### config.mk
export PLATFORM = sky130hd
export DESIGN_NAME = accum_post_adder
export DESIGN_NICKNAME = d
export VERILOG_FILES = /design/src/rtl/accum_post_adder.sv
export SDC_FILE = /design/constraint.sdc
export NUM_CORES = 1
export LEC_CHECK = 0
export ABC_AREA = 1
export BUFFER_PORTS_ARGS = -buffer_cell sky130_fd_sc_hd__buf_2
export CORE_UTILIZATION = 60
export DETAILED_ROUTE_END_ITERATION = 7
export PLACE_DENSITY = 0.95
export SLEW_MARGIN = 20
export SYNTH_ARGS = -nofsm -noshare
export SYNTH_HDL_FRONTEND = slang
export SYNTH_SLANG_ARGS = --single-unit
### constraint.sdc
create_clock -name clk -period 10.7 [get_ports clk]
set_input_delay 0 -clock clk [delete_from_list [all_inputs] [get_ports clk]]
set_output_delay 0 -clock clk [all_outputs]
set_load 0.02 [all_outputs]
### src/rtl/accum_post_adder.sv
`default_nettype none
// ============================================================================
// accum_post_adder : X/Z-mux post-adder/subtractor with optional P register
// Revision 1.0
// ============================================================================
module accum_post_adder #(
  parameter int PREG        = 1,
  parameter int CARRYOUTREG = 1
) (
  input  logic        clk,
  input  logic        RST_N,
  input  logic        CEP,
  input  logic [4:0]  OPMODE,
  input  logic [35:0] M,
  input  logic [47:0] DAB,
  input  logic [47:0] C,
  input  logic [47:0] PCIN,
  input  logic        CIN,
  input  logic        IN_VALID,
  output logic [47:0] P,
  output logic [47:0] PCOUT,
  output logic        CARRYOUT,
  output logic        OUT_VALID
);

  localparam logic [1:0] c_X_ZERO = 2'b00;
  localparam logic [1:0] c_X_M    = 2'b01;
  localparam logic [1:0] c_X_P    = 2'b10;
  localparam logic [1:0] c_X_DAB  = 2'b11;

  localparam logic [1:0] c_Z_ZERO = 2'b00;
  localparam logic [1:0] c_Z_PCIN = 2'b01;
  localparam logic [1:0] c_Z_P    = 2'b10;
  localparam logic [1:0] c_Z_C    = 2'b11;

  logic [47:0] w_m_ext;
  logic [47:0] w_fb;
  logic [47:0] w_x;
  logic [47:0] w_z;
  logic [48:0] w_x_cin;
  logic [48:0] w_sum;
  logic [47:0] w_p;
  logic        w_carry;
  logic        w_valid;

  assign w_m_ext = {{12{M[35]}}, M};

  always_comb begin
    w_x = 48'd0;
    case (OPMODE[1:0])
      c_X_ZERO: w_x = 48'd0;
      c_X_M:    w_x = w_m_ext;
      c_X_P:    w_x = w_fb;
      c_X_DAB:  w_x = DAB;
      default:  w_x = 48'd0;
    endcase
  end

  always_comb begin
    w_z = 48'd0;
    case (OPMODE[3:2])
      c_Z_ZERO: w_z = 48'd0;
      c_Z_PCIN: w_z = PCIN;
      c_Z_P:    w_z = w_fb;
      c_Z_C:    w_z = C;
      default:  w_z = 48'd0;
    endcase
  end

  // Carry-in folds into X first so subtraction computes Z - (X + CIN); bit 48 is the borrow.
  assign w_x_cin = {1'b0, w_x} + {48'd0, CIN};
  assign w_sum   = OPMODE[4] ? ({1'b0, w_z} - w_x_cin) : ({1'b0, w_z} + w_x_cin);

  generate
    if (PREG != 0) begin : g_preg
      logic [47:0] r_p;
      logic        r_valid;

      always_ff @(posedge clk or negedge RST_N) begin
        if (!RST_N) begin
          r_p     <= 48'd0;
          r_valid <= 1'b0;
        end else if (CEP) begin
          r_p     <= w_sum[47:0];
          r_valid <= IN_VALID;
        end
      end

      assign w_fb    = r_p;
      assign w_p     = r_p;
      assign w_valid = r_valid;

      if (CARRYOUTREG != 0) begin : g_carry_reg
        logic r_carry;

        always_ff @(posedge clk or negedge RST_N) begin
          if (!RST_N) begin
            r_carry <= 1'b0;
          end else if (CEP) begin
            r_carry <= w_sum[48];
          end
        end

        assign w_carry = r_carry;
      end else begin : g_carry_comb
        assign w_carry = w_sum[48];
      end
    end else begin : g_pcomb
      // Feedback is tied off so the combinational path cannot loop through P.
      assign w_fb    = 48'd0;
      assign w_p     = w_sum[47:0];
      assign w_carry = w_sum[48];
      assign w_valid = IN_VALID;
    end
  endgenerate

  assign P         = w_p;
  assign PCOUT     = w_p;
  assign CARRYOUT  = w_carry;
  assign OUT_VALID = w_valid;

endmodule
`default_nettype wire

# == Word level (Yosys, flattened, before mapping) ==
# Cells that the tools add are included.
# word_totals
register_bits,50
inputBits,190
output_inout_bits,98
word_cells,17
# op_classes
addsub,3
n_eq_ne,6
mux,3
n_reduce_logical,2
# op_table
cell,n
$pmux W48 S4,2
$add A48 B1 Y49,1
$add A48 B49 Y49,1
$mux W49,1
$sub A48 B49 Y49,1
$eq A2 B2 Y1 const B,4
$eq A2 B1 Y1 const B,2
$logic_not A2 Y1,2

# == Depth between registers and ports, before layout ==
# logic_depth
depth_word,5
mapped_depth,40
mapped_depth_nobuf,37

# == Worst setup path after synthesis ==
# OpenSTA, ideal clock, no wires.
# synth_timing
path_kind,input-to-reg
from,input port OPMODE[1]
to,"register g_preg.r_p[40], in the netlist P[40]"
setup_ns,0.130
arrival_time_ns,4.412
required_time_ns,10.570
slack_ns,6.158
path_stages,34
n_path_buf,3
cell_sequence,buf_6 inv_6 buf_6 buf_6 nor2_2 nand2_1 nand3_1 ha_1 ha_1 nand2_2 nor2_8 nand2_4 xor2_1 nand3_1 nor2_1 nand2_1 nor2_2 nand2_2 nor2_4 nor2_1 xor2_1 ha_1 nand2_1 nor2_1 nand2_1 o21ai_0 a21oi_1 o21ai_0 nand3_1 nand2_1 a21oi_1 or2_2 nand3_1 o21ai_0
# synth_between
elab_chain_len,5
elab_cells_between_ends,9
cone_classes,3 x add/sub; 3 x eq/ne; 2 x mux; 1 x reduce/logical
# synth_rtl
item,line_no,rtl
"start, declared",13,"input logic [4:0] OPMODE,"
$eq A2 B2 Y1 (tied with other cells),50,case (OPMODE[1:0])
$pmux W48 S4 (*),50,
$add A48 B1 Y49 (*),71,"assign w_x_cin = {1'b0, w_x} + {48'd0, CIN};"
$add A48 B49 Y49 or $sub A48 B49 Y49 (tied branches),72,"assign w_sum = OPMODE[4] ? ({1'b0, w_z} - w_x_cin) : ({1'b0, w_z} + w_x_cin);"
$mux W49 (*),72,
"end signal, assigned",84,r_p <= w_sum[47:0];
"end, declared",76,logic [47:0] r_p;
# Mark *: on every way between the ends. The rest lies on a longest branch, timed or not.
# A chain may end at the register's enable or synchronous reset.

# == Final worst setup path ==
# layout_timing
from,input port OPMODE[0]
to,"register g_preg.r_p[40], in the netlist P[40]"
# The elaborated chain is that of the path after synthesis.

==> results.md <==
* Status: finished, violations left
* Violated checks: design-rule violations
* Mapped cell area at 10400 um2
* P&R area growth vs syn at 12.0%
* Crit path from: OPMODE[0]
* Worst skew pair latency at 300 ps
* Starting Density at 62.3%
* Post-synth cell types at 50
* Utilization after layout at 69.8%
* Clock slew at the register clock pins of the worst setup and hold paths at 70 ps
* Hold WC Path Type: in2reg
* Max-cap violations at 0
* Layout cells sized above 1 at 19.3%
* Fillers at 1629
* Worst path max stage delay at 570 ps
* Placed cell areas at 11500 um2
* IO buf count at 287
* #FFs+latches synth at 50
* Final-report setup violation count at 0
* Final period utilization at 59.3%
* HPWL after DPL at 34500 um
* Cell area after layout at 11700 um2
* Final setup margin at 4360 ps
* Post-CTS Setup Bufs at 0
* Syn Nets at 2083
* Max Root-Sink Buffers at 2
* Final hold slack at 221 ps
* Die H at 134 um
* Clk sinks at 50
* CTS tree: done
* Sequential area share after synthesis at 12.0%
* Total wire length at 42300 um
* Drt wl/cell at 18.7 um
* Fmax at 0.158 GHz
* Post-placement cell count at 2253
* Rel. slew slack at 31.3%
* RD Place Congestion at 1.09
* Worst Path Arrival at 6490 ps
* Cts repair resizes at 0
* # DRC at 4
* Via count at 13700
* Reg-to-reg startpoint: P[0]$_DFFE_PN0P_
* Largest net degree at the start of global routing at 77
* Fin nets at 2284
* Number of global-route vias before repair at 12100
* GRT Residual Overflow at 0
* Worst Path Max Fanout at 76
* Number of antenna violations at the first check in global routing at 0
* Vias per cell at 6.04
* Clock period minus worst slack at 6340 ps
* Initial DRT Pass Iterations at 8
* Cell mode on critical path: nand2_1
* Final Hold Fails at 0
* Iter 0 DRT Violations at 1641
* Clock Skew at 6.28 ps
* Max-slew violations at 0
* Die width at 134 um
* RSZ-0062 raised after global routing: false
* CTS root buffer: clkbuf_16
* Critical Path Source Type: input port
* Avg Synthesized Cell Area at 5.67 um2
* Std-Cell Rows at 47
* Worst Setup End Kind: flop
* Critical path class: in2reg
* Hold buffer count at CTS at 2
* # IOs at 288
* Worst vdd ir at 0.000163 V
* Worst slack, placed at 4310 ps
* Slew @ Worst Pin at 1030 ps
* Syn. warnings at 0
* Overall Power at 2.25 mW
* Reg-to-reg slack, setup at 5180 ps
* CP required at 10850 ps
* Max stage delay cell, worst path: buf_4
* Hold Crit Start: PCIN[0]
* Die Area at 17900 um2
* Leakage at 5.95 nW
* Num CTS Buffers at 5
* Placeable Area at 16800 um2
* Layout Cells excl Fill at 2264
* Mapped Cells at 1841
* Pwr/cell area at 192 nW/um2
* Gr usage total at 45.9%
* H-tree depth at 2
* Routed Antenna Nets at 0
* First-pass GRT wire length at 63800 um
* Setup TNS at 0 ps
-- path summary, 6_finish.rpt --
path / cells past startpoint / to
max in group asynchronous: 3 / P[38]$_DFFE_PN0P_
worst min register to register: 2 / CARRYOUT$_DFFE_PN0P_
worst max-delay path: 33 / P[40]$_DFFE_PN0P_
min in group asynchronous: 3 / P[8]$_DFFE_PN0P_
worst min-delay path: 4 / P[0]$_DFFE_PN0P_
worst max register to register: 29 / P[40]$_DFFE_PN0P_
-- cell families (layout without fill, tap and decap cells) --
family          after synthesis  after routing  share of synthesized area (%)
flops                        50             50                           12.0
fa+ha+maj                    52             52                           6.30
other cells                   0              1                              0
buf+inv                     284            486                           13.4
simple gates               1134           1134                           48.4
xor+xnor                     74             74                           6.28
compound gates              247            247                           13.6
-- critical path: cells and delay by family --
| kind | cells | cell delay, ps |
|---|---|---|
| AND/OR/NAND/NOR | 20 | 2790 |
| buffers and inverters | 3 | 1170 |
| adder cells (fa/ha/maj) | 3 | 1000 |
| AO/OA/AOI/OAI | 5 | 980 |
| XOR/XNOR | 2 | 480 |
-- cells in the final DEF, fill, tap and decap left out, types with 27 or more instances in the layout --
master / count
buf_2: 287
dfrtp_1: 50
nand3_1: 253
xor2_1: 53
a21oi_1: 68
o21ai_0: 93
nor2_1: 193
ha_1: 51
nand2_1: 549
a31oi_1: 37
inv_1: 175
nand4_1: 27
-- final cells by class --
class	count	area (um2)	share of cell area [%]
repair buffers	297	1520	13.0
flip-flops and latches	50	1250	10.7
diodes	1	2.50	0.0214
well taps	220	275	2.35
multi-input cells	1507	7800	66.7
clock inverters	3	40.0	0.342
inverters	181	684	5.85
clock buffers	5	125	1.07
-- cell usage after synthesis, drive strengths merged --
library cell / instances / area, um2
and2: 4 / 25.0
ha: 51 / 638
fa: 1 / 20.0
or2: 16 / 100
inv: 181 / 684
o211ai: 22 / 165
nor3b: 1 / 7.51
o21a: 3 / 22.5
xor2: 53 / 464
o21ai: 97 / 497
a221oi: 1 / 8.76
nand3b: 8 / 60.1
a31o: 1 / 8.76
a22o: 1 / 8.76
o21bai: 4 / 30.0
nand4: 27 / 169
buf: 76 / 617
nand2: 563 / 2150
o31ai: 1 / 7.51
nand2b: 1 / 6.26
a21boi: 3 / 22.5
a21oi: 68 / 340
dfrtp: 50 / 1250
nor2: 224 / 965
a21o: 4 / 30.0
and3: 4 / 25.0
o221ai: 1 / 8.76
xnor2: 21 / 191
clkbuf: 27 / 101
nand3: 272 / 1460
o311ai: 4 / 35.0
nor4: 5 / 31.3
nor3: 9 / 60.1
a31oi: 37 / 231
-- power breakdown --
part	switching, mW	internal (mW)
registers	0.219	0.271
logic	1.06	0.507
clock network	0.0788	0.110
-- flip-flops by register name, summed over array words and instances, names as in the netlist --
register and count:
CARRYOUT 1, OUT_VALID 1, P 48
-- metal layers --
| layer | vias to the layer above | routed length (um) | track usage (%) |
|---|---|---|---|
| li1 | 6436 | - | - |
| met4 | 0 | 1820 | 20.3 |
| met2 | 922 | 18200 | 70.4 |
| met1 | 6179 | 16600 | 60.6 |
| met5 | - | 0 | 0 |
| met3 | 130 | 5630 | 11.6 |
Power figures use the tool's default switching activity.
